==> src/rtl/rmgmt_mac_ext_if.sv <==
// Execute-stage link between RISC-MGMT and the MAC extension.
// The master side dispatches operands and can flush the operation.
// The slave side reports busy, done, register write and exception status.
interface rmgmt_mac_ext_if;
  // dispatch side, driven by RISC-MGMT
  logic        ex_start;
  logic [2:0]  ex_funct3;
  logic [31:0] rs1_data;
  logic [31:0] rs2_data;
  logic        flush;
  // status / writeback side, driven by the extension
  logic        ex_busy;
  logic        ex_done;
  logic        reg_wen;
  logic [31:0] reg_wdata;
  logic        exception;
  logic [4:0]  ex_cause;

  modport master (
    output ex_start, ex_funct3, rs1_data, rs2_data, flush,
    input  ex_busy, ex_done, reg_wen, reg_wdata, exception, ex_cause
  );

  modport slave (
    input  ex_start, ex_funct3, rs1_data, rs2_data, flush,
    output ex_busy, ex_done, reg_wen, reg_wdata, exception, ex_cause
  );
endinterface

==> src/rtl/rmgmt_mac_ext.sv <==
// MAC extension: unsigned 32-bit multiply-accumulate with a private accumulator.
// Latency: MAC completes after 32/BITS_PER_CYCLE+1 cycles; CLR, RDACC and illegal ops complete after 1 cycle.
// No backpressure: RISC-MGMT stalls on ex_busy, and ex_start is ignored outside IDLE.
module rmgmt_mac_ext #(
  parameter int BITS_PER_CYCLE = 4,
  parameter int ILLEGAL_CAUSE  = 2
) (
  input  logic          CLK,
  input  logic          nRST,
  rmgmt_mac_ext_if.slave ext
);

  localparam int ITER = 32 / BITS_PER_CYCLE;
  localparam int CW   = $clog2(ITER + 1);

  localparam logic [2:0] F3_MAC   = 3'd0;
  localparam logic [2:0] F3_CLR   = 3'd1;
  localparam logic [2:0] F3_RDACC = 3'd2;

  typedef enum logic [1:0] {
    IDLE = 2'd0,
    EXEC = 2'd1,
    DONE = 2'd2,
    EXC  = 2'd3
  } state_t;

  state_t         state_q, state_d;
  logic [31:0]    acc_q, acc_d;
  logic [31:0]    result_q, result_d;
  logic [31:0]    mcand_q, mcand_d;
  logic [31:0]    mplier_q, mplier_d;
  logic [CW-1:0]  count_q, count_d;
  logic [2:0]     f3_q, f3_d;

  // Multiplier digit retired this cycle, zero-extended to the full operand width.
  logic [31:0]    digit;
  logic [31:0]    partial;
  logic [31:0]    sum;

  logic           busy_o;
  logic           done_o;
  logic           wen_o;
  logic [31:0]    wdata_o;
  logic           exc_o;
  logic [4:0]     cause_o;

  // State and datapath registers; reset clears everything, including a MAC in flight.
  always_ff @(posedge CLK or negedge nRST) begin
    if (!nRST) begin
      state_q  <= IDLE;
      acc_q    <= '0;
      result_q <= '0;
      mcand_q  <= '0;
      mplier_q <= '0;
      count_q  <= '0;
      f3_q     <= '0;
    end else begin
      state_q  <= state_d;
      acc_q    <= acc_d;
      result_q <= result_d;
      mcand_q  <= mcand_d;
      mplier_q <= mplier_d;
      count_q  <= count_d;
      f3_q     <= f3_d;
    end
  end

  // Next-state, shift-add datapath and the cycle's status outputs.
  always_comb begin
    state_d  = state_q;
    acc_d    = acc_q;
    result_d = result_q;
    mcand_d  = mcand_q;
    mplier_d = mplier_q;
    count_d  = count_q;
    f3_d     = f3_q;

    busy_o   = 1'b0;
    done_o   = 1'b0;
    wen_o    = 1'b0;
    wdata_o  = '0;
    exc_o    = 1'b0;
    cause_o  = '0;

    digit                        = '0;
    digit[BITS_PER_CYCLE-1:0]    = mplier_q[BITS_PER_CYCLE-1:0];
    partial                      = mcand_q * digit;
    sum                          = result_q + partial;

    case (state_q)
      IDLE: begin
        // A dispatch that coincides with a flush is dropped outright.
        if (ext.ex_start && !ext.flush) begin
          f3_d     = ext.ex_funct3;
          mcand_d  = ext.rs1_data;
          mplier_d = ext.rs2_data;
          count_d  = '0;
          case (ext.ex_funct3)
            F3_MAC: begin
              result_d = '0;
              state_d  = EXEC;
            end
            F3_CLR: begin
              result_d = '0;
              state_d  = DONE;
            end
            F3_RDACC: begin
              result_d = acc_q;
              state_d  = DONE;
            end
            default: state_d = EXC;
          endcase
        end
      end

      EXEC: begin
        busy_o = 1'b1;
        if (ext.flush) begin
          // Abandon the partial product; the accumulator was never touched.
          state_d = IDLE;
        end else begin
          mcand_d  = mcand_q << BITS_PER_CYCLE;
          mplier_d = mplier_q >> BITS_PER_CYCLE;
          count_d  = count_q + CW'(1);
          if (count_q == CW'(ITER - 1)) begin
            // Final digit: fold the accumulator in so DONE only has to present it.
            result_d = sum + acc_q;
            state_d  = DONE;
          end else begin
            result_d = sum;
          end
        end
      end

      DONE: begin
        done_o  = 1'b1;
        wdata_o = result_q;
        wen_o   = !ext.flush;
        // Commit to the accumulator only when the writeback itself is not flushed.
        if (!ext.flush) begin
          acc_d = (f3_q == F3_CLR) ? '0 : result_q;
        end
        state_d = IDLE;
      end

      EXC: begin
        exc_o   = 1'b1;
        cause_o = 5'(ILLEGAL_CAUSE);
        state_d = IDLE;
      end

      default: state_d = IDLE;
    endcase
  end

  assign ext.ex_busy   = busy_o;
  assign ext.ex_done   = done_o;
  assign ext.reg_wen   = wen_o;
  assign ext.reg_wdata = wdata_o;
  assign ext.exception = exc_o;
  assign ext.ex_cause  = cause_o;

endmodule

==> src/flat_wrapper.sv <==
// flat-port wrapper written by rule: the top's interface ports become plain ports
module rmgmt_mac_ext_flat 
#(
  parameter int BITS_PER_CYCLE = 4,
  parameter int ILLEGAL_CAUSE  = 2
)
  (CLK, nRST, ext_ex_start, ext_ex_funct3, ext_rs1_data, ext_rs2_data, ext_flush, ext_ex_busy, ext_ex_done, ext_reg_wen, ext_reg_wdata, ext_exception, ext_ex_cause);
  rmgmt_mac_ext_if ext_i ();
  input  logic CLK;
  input  logic nRST;
  input wire logic [$bits(ext_i.ex_start)-1:0] ext_ex_start;
  input wire logic [$bits(ext_i.ex_funct3)-1:0] ext_ex_funct3;
  input wire logic [$bits(ext_i.rs1_data)-1:0] ext_rs1_data;
  input wire logic [$bits(ext_i.rs2_data)-1:0] ext_rs2_data;
  input wire logic [$bits(ext_i.flush)-1:0] ext_flush;
  output wire logic [$bits(ext_i.ex_busy)-1:0] ext_ex_busy;
  output wire logic [$bits(ext_i.ex_done)-1:0] ext_ex_done;
  output wire logic [$bits(ext_i.reg_wen)-1:0] ext_reg_wen;
  output wire logic [$bits(ext_i.reg_wdata)-1:0] ext_reg_wdata;
  output wire logic [$bits(ext_i.exception)-1:0] ext_exception;
  output wire logic [$bits(ext_i.ex_cause)-1:0] ext_ex_cause;
  assign ext_i.ex_start = ext_ex_start;
  assign ext_i.ex_funct3 = ext_ex_funct3;
  assign ext_i.rs1_data = ext_rs1_data;
  assign ext_i.rs2_data = ext_rs2_data;
  assign ext_i.flush = ext_flush;
  assign ext_ex_busy = ext_i.ex_busy;
  assign ext_ex_done = ext_i.ex_done;
  assign ext_reg_wen = ext_i.reg_wen;
  assign ext_reg_wdata = ext_i.reg_wdata;
  assign ext_exception = ext_i.exception;
  assign ext_ex_cause = ext_i.ex_cause;
  rmgmt_mac_ext #(.BITS_PER_CYCLE(BITS_PER_CYCLE), .ILLEGAL_CAUSE(ILLEGAL_CAUSE)) u_core (.CLK(CLK), .nRST(nRST), .ext(ext_i));
endmodule
==> config.mk <==
export PLATFORM = sky130hd
export DESIGN_NAME = rmgmt_mac_ext_flat
export DESIGN_NICKNAME = d
export VERILOG_FILES = /design/src/rtl/rmgmt_mac_ext_if.sv /design/src/rtl/rmgmt_mac_ext.sv /design/src/flat_wrapper.sv
export SDC_FILE = /design/constraint.sdc
export NUM_CORES = 1
export LEC_CHECK = 0
export ABC_AREA = 1
export BUFFER_PORTS_ARGS = -buffer_cell sky130_fd_sc_hd__buf_2
export CORE_ASPECT_RATIO = 1.5
export CORE_MARGIN = 2
export CORE_UTILIZATION = 43
export DETAILED_ROUTE_END_ITERATION = 6
export GPL_ROUTABILITY_DRIVEN = 0
export SYNTH_ARGS = -nofsm -noshare
export SYNTH_HDL_FRONTEND = slang
export SYNTH_SLANG_ARGS = --single-unit
==> constraint.sdc <==
create_clock -name CLK -period 6.5 [get_ports CLK]
set_input_delay 0.65 -clock CLK [delete_from_list [all_inputs] [get_ports CLK]]
set_output_delay 0.65 -clock CLK [all_outputs]
set_load 0.1 [all_outputs]
==> flow_summary.ini, run 1 <==
[run_status]
status = finished, final reports clean

[route]
drt_wl_total_um = 42300
via_count = 13500
drcViolationCount = 0
routed_via_density = 5.20
wire_per_inst_um = 16.3
drtIter0Drc = 884
drt_pass1_iterations = 6
drtAntennaViolNets = 0

[synth]
synthArstFlopShare_pct = 100
synth_area_per_cell_um2 = 6.64
synth.distinct_cells = 49
ys.flop_type = dfrtp_1
synthCells = 2104
syn-cell-area_mm2 = 0.0140
synth-seq-cells = 137
seq_area_frac_synth_pct = 24.5
synth-edff-count = 0
yosysWarnings = 0

[cells_and_area]
final_cell_mix = nand2_1 (607), inv_1 (411), nor2_1 (167)
antennaDiodeCount = 0
num-fill-cells = 3251
multiInputGateArea_mm2 = 0.00864
final_common_cell = nand2_1
layout.nets = 2398
ff_latch_area_mm2 = 0.00343
areaGrowthSynthToFinish_pct = 10.0
drive_gt1_share_pct = 7.83

[clocking]
clkTransAtPathRegs_ns = 0.07
numCtsBuffers = 17
clock_sinks = 137
cts_hold_buf = 0
tritoncts = done
root_buffer = clkbuf_16
cts.htree.levels = 4
cts_buffer_depth = 2
cts_setup_buffers = 0
cts.repair.resized = 0
insertion_delay_ns = 0.45

[job]
maxCapViolCount = 0

[setup_path]
path_class = reg -> reg
rr_startpoint = u_core.mplier_q[2]$_DFFE_PN0P_
crit_path_end_kind = flop
ff2ff_setup_slack_ns = 0.53
setup.worst_path.start_class = flop
max_stage_delay_ns = 0.67
crit_path_start = u_core.mplier_q[2]$_DFFE_PN0P_
crit_arrival_ns = 6.34
cp_max_fo = 18
worstRegToRegCells = 26
r2r-end = u_core.result_q[29]$_DFFE_PN0P_
critPathSlowestCell = dfrtp_1
required_ns = 6.87

[floorplanning]
die_y_um = 225
dieArea_mm2 = 0.0340
initial_utilization_pct = 43.8
fp.dieW_um = 151
pin_count = 112
row_count = 80
fp.coreArea_mm2 = 0.0319

[global_route]
grt_max_degree = 109
top_usage_layer = met2
gr-usage-met1_pct = 31.9
met2_usage_pct = 44.5
grt_pass1_wl_um = 69000
grt.met3_usage_pct = 3.67
antenna_found_initial = 0
grt-ovfl-total = 0
grtUsageTotal_pct = 26.1
grt_pass1_vias = 13600

[sta]
hold_viol_final = 0
fin_skew_ns = 0.0127
timing.final.crit_share_pct = 91.8
slew_headroom_pct = 28.5
tns_ns = 0
maxSlewViolCount = 0
fmax_ghz = 0.168
rsz0062_at_grt = false
finalSetupViolCount = 0
fin_crit_ns = 5.97
tightest_slew_ns = 1.07

[placed_design]
port_buffers = 107
dp_hpwl_um = 32900

[min_path]
hold_class = in -> async
[registers in the layout, indices dropped and copies added, names as in the netlist]
| name | flops |
|---|---|
| u_core.acc_q | 32 |
| u_core.count_q | 4 |
| u_core.f3_q | 3 |
| u_core.mcand_q | 32 |
| u_core.mplier_q | 32 |
| u_core.result_q | 32 |
| u_core.state_q | 2 |
[stage by stage]
stage	util, %	cells	hold WS (ns)	cell area [um2]	setup WS, ns
CTS	48.1	2593	0.231	15400	0.357
floorplan	-	2107	0.354	14000	1.30
finish	48.1	2593	0.183	15400	0.534
detailed placement	46.3	2561	0.474	14800	0.366
global route	48.1	2593	0.255	15400	0.0450
global placement	46.3	2561	0.462	14800	0.380
[area by class of cell]
class,count,share of cell area (%)
clock inverter,14,0.985
sequential,137,22.3
timing repair buffer,119,4.11
clock buffer,18,2.86
inverter,417,10.2
multi-input combinational,1478,56.2
tap,410,3.34
[metal layers]
layer  up-vias  wire (um)
met2       422      20700
met3       114       1860
met1      6281      17600
li1       6678          -
met4         0       2190
met5         -          0
[how the worst max path moves through the flow]
stage	depth (start not counted)	endpoint
floorplan	32	u_core.result_q[31]$_DFFE_PN0P_
global placement	26	u_core.result_q[29]$_DFFE_PN0P_
detailed placement	26	u_core.result_q[29]$_DFFE_PN0P_
CTS	26	u_core.result_q[29]$_DFFE_PN0P_
global route	30	u_core.result_q[31]$_DFFE_PN0P_
finish	26	u_core.result_q[29]$_DFFE_PN0P_
[cell usage after synthesis, types with 2 or more instances]
cell / instances / area (um2)
nand2_1: 607 / 2280
inv_1: 411 / 1540
nor2_1: 169 / 634
nand3_1: 139 / 696
dfrtp_1: 137 / 3430
o21ai_0: 116 / 581
a21oi_1: 113 / 566
fa_1: 87 / 1740
ha_1: 70 / 876
clkbuf_1: 53 / 199
o211ai_1: 29 / 218
a31oi_1: 28 / 175
nand4_1: 15 / 93.8
nor3_1: 14 / 70.1
o21bai_1: 13 / 97.6
xor2_1: 12 / 105
a22oi_1: 10 / 75.1
buf_2: 10 / 50.1
buf_4: 6 / 45.0
xnor2_1: 6 / 52.6
and2_1: 5 / 31.3
buf_6: 5 / 56.3
nand3b_1: 5 / 37.5
inv_2: 4 / 15.0
or2_2: 4 / 25.0
a21boi_0: 3 / 22.5
a21o_1: 3 / 22.5
a22o_1: 3 / 26.3
o21a_1: 3 / 22.5
and3_1: 2 / 12.5
inv_4: 2 / 12.5
nor2_4: 2 / 22.5
nor3b_1: 2 / 15.0
[cell families after synthesis]
family / share of synthesized area [%]
compound gates: 13.3
other cells: 0.0268
fa+ha+maj: 18.7
buf+inv: 13.8
simple gates: 28.5
flops: 24.5
xor+xnor: 1.13
[worst max-delay path, delay by kind of cell, from the launching register on]
kind                     cells  cell delay (ns)
AO/OA/AOI/OAI                2             0.44
XOR/XNOR                     1             0.26
adder cells (fa/ha/maj)      5             2.10
buffers and inverters        5             0.59
flip-flops                   1             0.67
AND/OR/NAND/NOR             13             1.85
Power of run 1 is not shown: default switching activity piles up to over one toggle a cycle in this logic, so the estimate is an artifact.
==> run 2: changes to the inputs <==
REMOVE_ABC_BUFFERS = 1   (was unset)
==> flow_summary.ini, run 2 (synthesis results as in run 1) <==
[run_status]
status = finished, final reports clean

[setup_path]
crit_buf_inv = 4
worstRegToRegCells = 27
crit_arrival_ns = 6.47
crit_path_end_kind = flop
crit_family = adder cells
path_class = reg -> reg
ff2ff_setup_slack_ns = 0.40
critPathSlowestCell = nor3_1
rr_startpoint = u_core.mplier_q[1]$_DFFE_PN0P_
cp_max_fo = 24
setup.worst_path.start_class = flop
max_stage_delay_ns = 0.65
required_ns = 6.87
r2r-end = u_core.result_q[31]$_DFFE_PN0P_
crit_top_cell = nand2_1

[floorplanning]
fp.dieW_um = 151
die_y_um = 225
pin_count = 112
initial_utilization_pct = 43.8
row_count = 80
fp.coreArea_mm2 = 0.0319
dieArea_mm2 = 0.0340

[placed_design]
dp_hpwl_um = 32200
port_buffers = 107

[clocking]
cts_buffer_depth = 2
numCtsBuffers = 17
cts.htree.levels = 4
root_buffer = clkbuf_16
cts_setup_buffers = 0
tritoncts = done
clkTransAtPathRegs_ns = 0.06
insertion_delay_ns = 0.45
clock_sinks = 137

[sta]
fin_skew_ns = 0.0128
maxSlewViolCount = 0
tns_ns = 0
fmax_ghz = 0.164
hold_viol_final = 0
timing.final.crit_share_pct = 93.8
slew_headroom_pct = 22.9
fin_crit_ns = 6.10
finalSetupViolCount = 0
rsz0062_at_grt = false
tightest_slew_ns = 1.16

[job]
maxCapViolCount = 0

[cells_and_area]
drive_gt1_share_pct = 7.92
antennaDiodeCount = 0
num-fill-cells = 3265
final_cell_mix = nand2_1 (607), inv_1 (411), nor2_1 (167)
areaGrowthSynthToFinish_pct = 10.4
final_common_cell = nand2_1
layout.nets = 2400

[route]
drtIter0Drc = 797
drt_pass1_iterations = 6
drt_wl_total_um = 42000
via_count = 13500
wire_per_inst_um = 16.2
drcViolationCount = 0
routed_via_density = 5.19
drtAntennaViolNets = 0

[global_route]
grt_pass1_wl_um = 69100
grt_pass1_vias = 13700
grt_max_degree = 108
grt-ovfl-total = 0
grtUsageTotal_pct = 26.1
antenna_found_initial = 0

[min_path]
hold_class = in -> async
## run 2: per-layer routing
metal	track usage [%]	share of wire, %	vias to the layer above
met5	0	0	-
met4	14.0	5.4	0
met3	3.55	4.1	121
met2	45.2	49	382
met1	31.0	41	6282
li1	-	-	6675
## run 2: how the worst max path moves through the flow
stage / start / slack [ns] / end / cells past startpoint
6_report: u_core.mplier_q[1]$_DFFE_PN0P_ / 0.40 / u_core.result_q[31]$_DFFE_PN0P_ / 27
5_1_grt: u_core.mplier_q[1]$_DFFE_PN0P_ / 0.006 / u_core.result_q[31]$_DFFE_PN0P_ / 30
4_1_cts: u_core.mplier_q[2]$_DFFE_PN0P_ / 0.31 / u_core.result_q[31]$_DFFE_PN0P_ / 30
3_5_place_dp: u_core.mplier_q[2]$_DFFE_PN0P_ / 0.33 / u_core.result_q[31]$_DFFE_PN0P_ / 30
3_3_place_gp: u_core.mplier_q[2]$_DFFE_PN0P_ / 0.36 / u_core.result_q[31]$_DFFE_PN0P_ / 27
2_1_floorplan: u_core.state_q[1]$_DFFE_PN0P_ / 0.93 / ext_reg_wen / 4
## run 2: worst reg2reg max path, stage by stage (launching register included)
cell and delay, ns:
dfrtp_2 0.57, nand2_1 0.14, inv_1 0.06, fa_1 0.49
fa_1 0.50, inv_1 0.05, fa_1 0.47, inv_1 0.04
ha_1 0.35, nand2_1 0.13, nor2_1 0.15, inv_1 0.10
nor3_1 0.65, nand4_1 0.17, nand3b_1 0.22, xor2_1 0.27
ha_1 0.34, nand2_1 0.09, nand2_1 0.07, a21oi_1 0.21
nand2_1 0.11, a21oi_1 0.26, nand3_1 0.15, nand2_1 0.08
nor2_1 0.05, nand2_1 0.07, nand3_1 0.07, a21oi_1 0.16
## run 2: repair_timing
action                                  CTS  global route
endpoints found under the setup margin    0            10
hold buffers                              0             0
resized for setup                         0             4
## run 2: metrics by stage
step / instances / setup slack [ns] / hold slack (ns) / util, % / cell area (um2)
global route: 2595 / 0.00592 / 0.275 / 48.3 / 15400
global placement: 2563 / 0.356 / 0.464 / 46.3 / 14800
CTS: 2595 / 0.310 / 0.235 / 48.3 / 15400
detailed placement: 2563 / 0.326 / 0.473 / 46.3 / 14800
finish: 2595 / 0.400 / 0.218 / 48.3 / 15400
floorplan: 2032 / 0.932 / 0.354 / - / 13600
## run 2: layout make-up
| type | count | area, um2 | share of cell area (%) |
|---|---|---|---|
| clock buffer | 21 | 460 | 2.98 |
| clock inverter | 11 | 170 | 1.10 |
| inverter | 417 | 1570 | 10.2 |
| multi-input combinational | 1478 | 8630 | 56.0 |
| sequential | 137 | 3430 | 22.3 |
| tap | 410 | 513 | 3.32 |
| timing repair buffer | 121 | 647 | 4.19 |
Power of run 2 is left out for the same reason.
==> run 3: changes to the inputs <==
ABC_AREA = unset   (was 1)
CORE_UTILIZATION = 50   (was 43)
PLACE_DENSITY = 0.69   (was unset)
==> flow_summary.ini, run 3 <==
[floorplanning]
initial_utilization_pct = 50.5
fp.dieW_um = 134
dieArea_mm2 = 0.0265
fp.coreArea_mm2 = 0.0250
pin_count = 112
die_y_um = 198
row_count = 71

[clocking]
root_buffer = clkbuf_16
numCtsBuffers = 17
tritoncts = done
cts.htree.levels = 4
clkTransAtPathRegs_ns = 0.07
cts_buffer_depth = 2
clock_sinks = 137
cts_hold_buf = 0
insertion_delay_ns = 0.44

[synth]
synthCells = 1493
synth_top_area_share_pct = 27.2
ys.flop_type = dfrtp_1
syn-cell-area_mm2 = 0.0126
synth_area_per_cell_um2 = 8.44
synth-edff-count = 0
synthTopCellsByArea = dfrtp_1 (27%), fa_1 (14%), ha_1 (7.0%)
synth_top_cells_by_count = nand2_1 (200), inv_1 (145), dfrtp_1 (137)
synth.distinct_cells = 72
yosysWarnings = 0
synth-seq-cells = 137
yosysMostFrequentCell = nand2_1
yosysTopAreaCell = dfrtp_1
synthArstFlopShare_pct = 100
seq_area_frac_synth_pct = 27.2

[min_path]
hold_class = in -> async

[sta]
timing.final.crit_share_pct = 96.3
fmax_ghz = 0.160
tightest_slew_ns = 1.13
slew_headroom_pct = 24.4
hold_viol_final = 0
maxSlewViolCount = 0
fin_crit_ns = 6.26
tns_ns = 0
fin_skew_ns = 0.00949
finalSetupViolCount = 0

[global_route]
grt_pass1_wl_um = 51800
grt-ovfl-total = 0
grt_pass1_vias = 10400
grt_max_degree = 83
antenna_found_initial = 0
grtUsageTotal_pct = 24.5

[cells_and_area]
layout.nets = 1813
drive_gt1_share_pct = 14.4
final_common_cell = nand2_1
antennaDiodeCount = 0
final_cell_mix = nand2_1 (199), inv_1 (145), dfrtp_1 (134)
areaGrowthSynthToFinish_pct = 14.2
num-fill-cells = 2275

[setup_path]
cp_max_fo = 8
crit_top_cell = fa_1
rr_startpoint = u_core.mplier_q[2]$_DFFE_PN0P_
required_ns = 6.83
crit_chain = and2_1, fa_1, fa_1, inv_1, fa_1, inv_1, ha_1, a21o_1, a21oi_2, a21oi_1, o211ai_1, a21oi_1, o311a_1, or3_1, and2_1, ha_4, a211oi_2, o21ai_0, a221o_1, a211o_2, a221oi_2, o21bai_2, mux2i_1, o32a_1
crit_path_start = u_core.mplier_q[2]$_DFFE_PN0P_
crit_buf_inv = 2
crit_path_end_kind = flop
max_stage_delay_ns = 0.49
worstRegToRegCells = 24
critPathSlowestCell = fa_1
path_class = reg -> reg
crit_family = compound AO/OA/AOI/OAI gates
ff2ff_setup_slack_ns = 0.24
setup.worst_path.start_class = flop
crit_arrival_ns = 6.59
r2r-end = u_core.result_q[30]$_DFFE_PN0P_

[placed_design]
port_buffers = 107
dp_hpwl_um = 23200

[route]
drt_wl_total_um = 31700
routed_via_density = 5.58
wire_per_inst_um = 16.5
drcViolationCount = 0
drt_pass1_iterations = 5
drtAntennaViolNets = 0
via_count = 10800
drtIter0Drc = 710

[run_status]
status = finished, final reports clean

[job]
maxCapViolCount = 0
-- run 3: changes by cell type in the layout (fill, tap and decap cells not counted), moves of 23 or more --
cell	before	now
a21oi_1	113	87
a31oi_1	28	67
o21ai_0	116	44
xnor2_1	6	41
nand3_1	139	21
a22o_1	3	41
o211ai_1	29	6
and2_1	5	130
nand2_1	607	199
buf_4	14	44
inv_1	411	145
a21o_1	3	32
nor2_1	167	107
-- run 3: metal layers --
metal	vias up	global-route usage [%]	share of wire (%)
li1	5233	-	-
met3	42	3.26	3.8
met5	-	0	0
met2	254	42.7	50
met1	5227	31.2	44
met4	0	8.39	2.2
-- run 3: final cells by class --
cell class,count,area (um2),share of cell area [%]
Clock inverter,14,209,1.45
Inverter,146,548,3.81
Multi-Input combinational cell,1130,8450,58.8
Sequential cell,137,3430,23.9
Tap cell,328,410,2.85
Timing Repair Buffer,153,898,6.25
Clock buffer,18,429,2.98
-- run 3: worst max path at each step --
stage | endpoint | slack, ns | cells past startpoint
3_5_place_dp | u_core.result_q[30]$_DFFE_PN0P_ | 0.02 | 24
2_1_floorplan | u_core.result_q[30]$_DFFE_PN0P_ | -0.69 | 7
5_1_grt | u_core.result_q[30]$_DFFE_PN0P_ | -0.01 | 24
6_report | u_core.result_q[30]$_DFFE_PN0P_ | 0.24 | 24
3_3_place_gp | u_core.result_q[30]$_DFFE_PN0P_ | 0.05 | 24
4_1_cts | u_core.result_q[30]$_DFFE_PN0P_ | 0.03 | 24
-- run 3: metrics by stage --
| step | hold slack, ns | utilization (%) | worst slack (ns) | instances | area [um2] |
|---|---|---|---|---|---|
| 2_1_floorplan | 0.354 | - | -0.691 | 1413 | 12300 |
| 6_report | 0.160 | 57.6 | 0.241 | 1926 | 14400 |
| 3_3_place_gp | 0.489 | 54.3 | 0.0484 | 1888 | 13600 |
| 4_1_cts | 0.201 | 56.9 | 0.0285 | 1920 | 14200 |
| 3_5_place_dp | 0.481 | 54.3 | 0.0152 | 1888 | 13600 |
| 5_1_grt | 0.217 | 57.6 | -0.00967 | 1926 | 14400 |
-- run 3: logic make-up (layout without fill, tap and decap cells) --
group	after synthesis	in the layout	synth area share (%)
buf+inv	229	331	7.00
simple gates	527	527	20.3
compound gates	374	374	19.9
flops	137	137	27.2
fa+ha+maj	157	157	20.8
mux	7	7	0.586
other cells	1	4	0.0298
xor+xnor	61	61	4.24
-- run 3: repair_timing --
item / in CTS / in global routing
setup endpoints to repair: 2 / 11
gates resized for setup: 2 / 29
pin swaps: 0 / 10
cloned: 0 / 0
buffers inserted: 0 / 6
Power of run 3 is left out for the same reason.
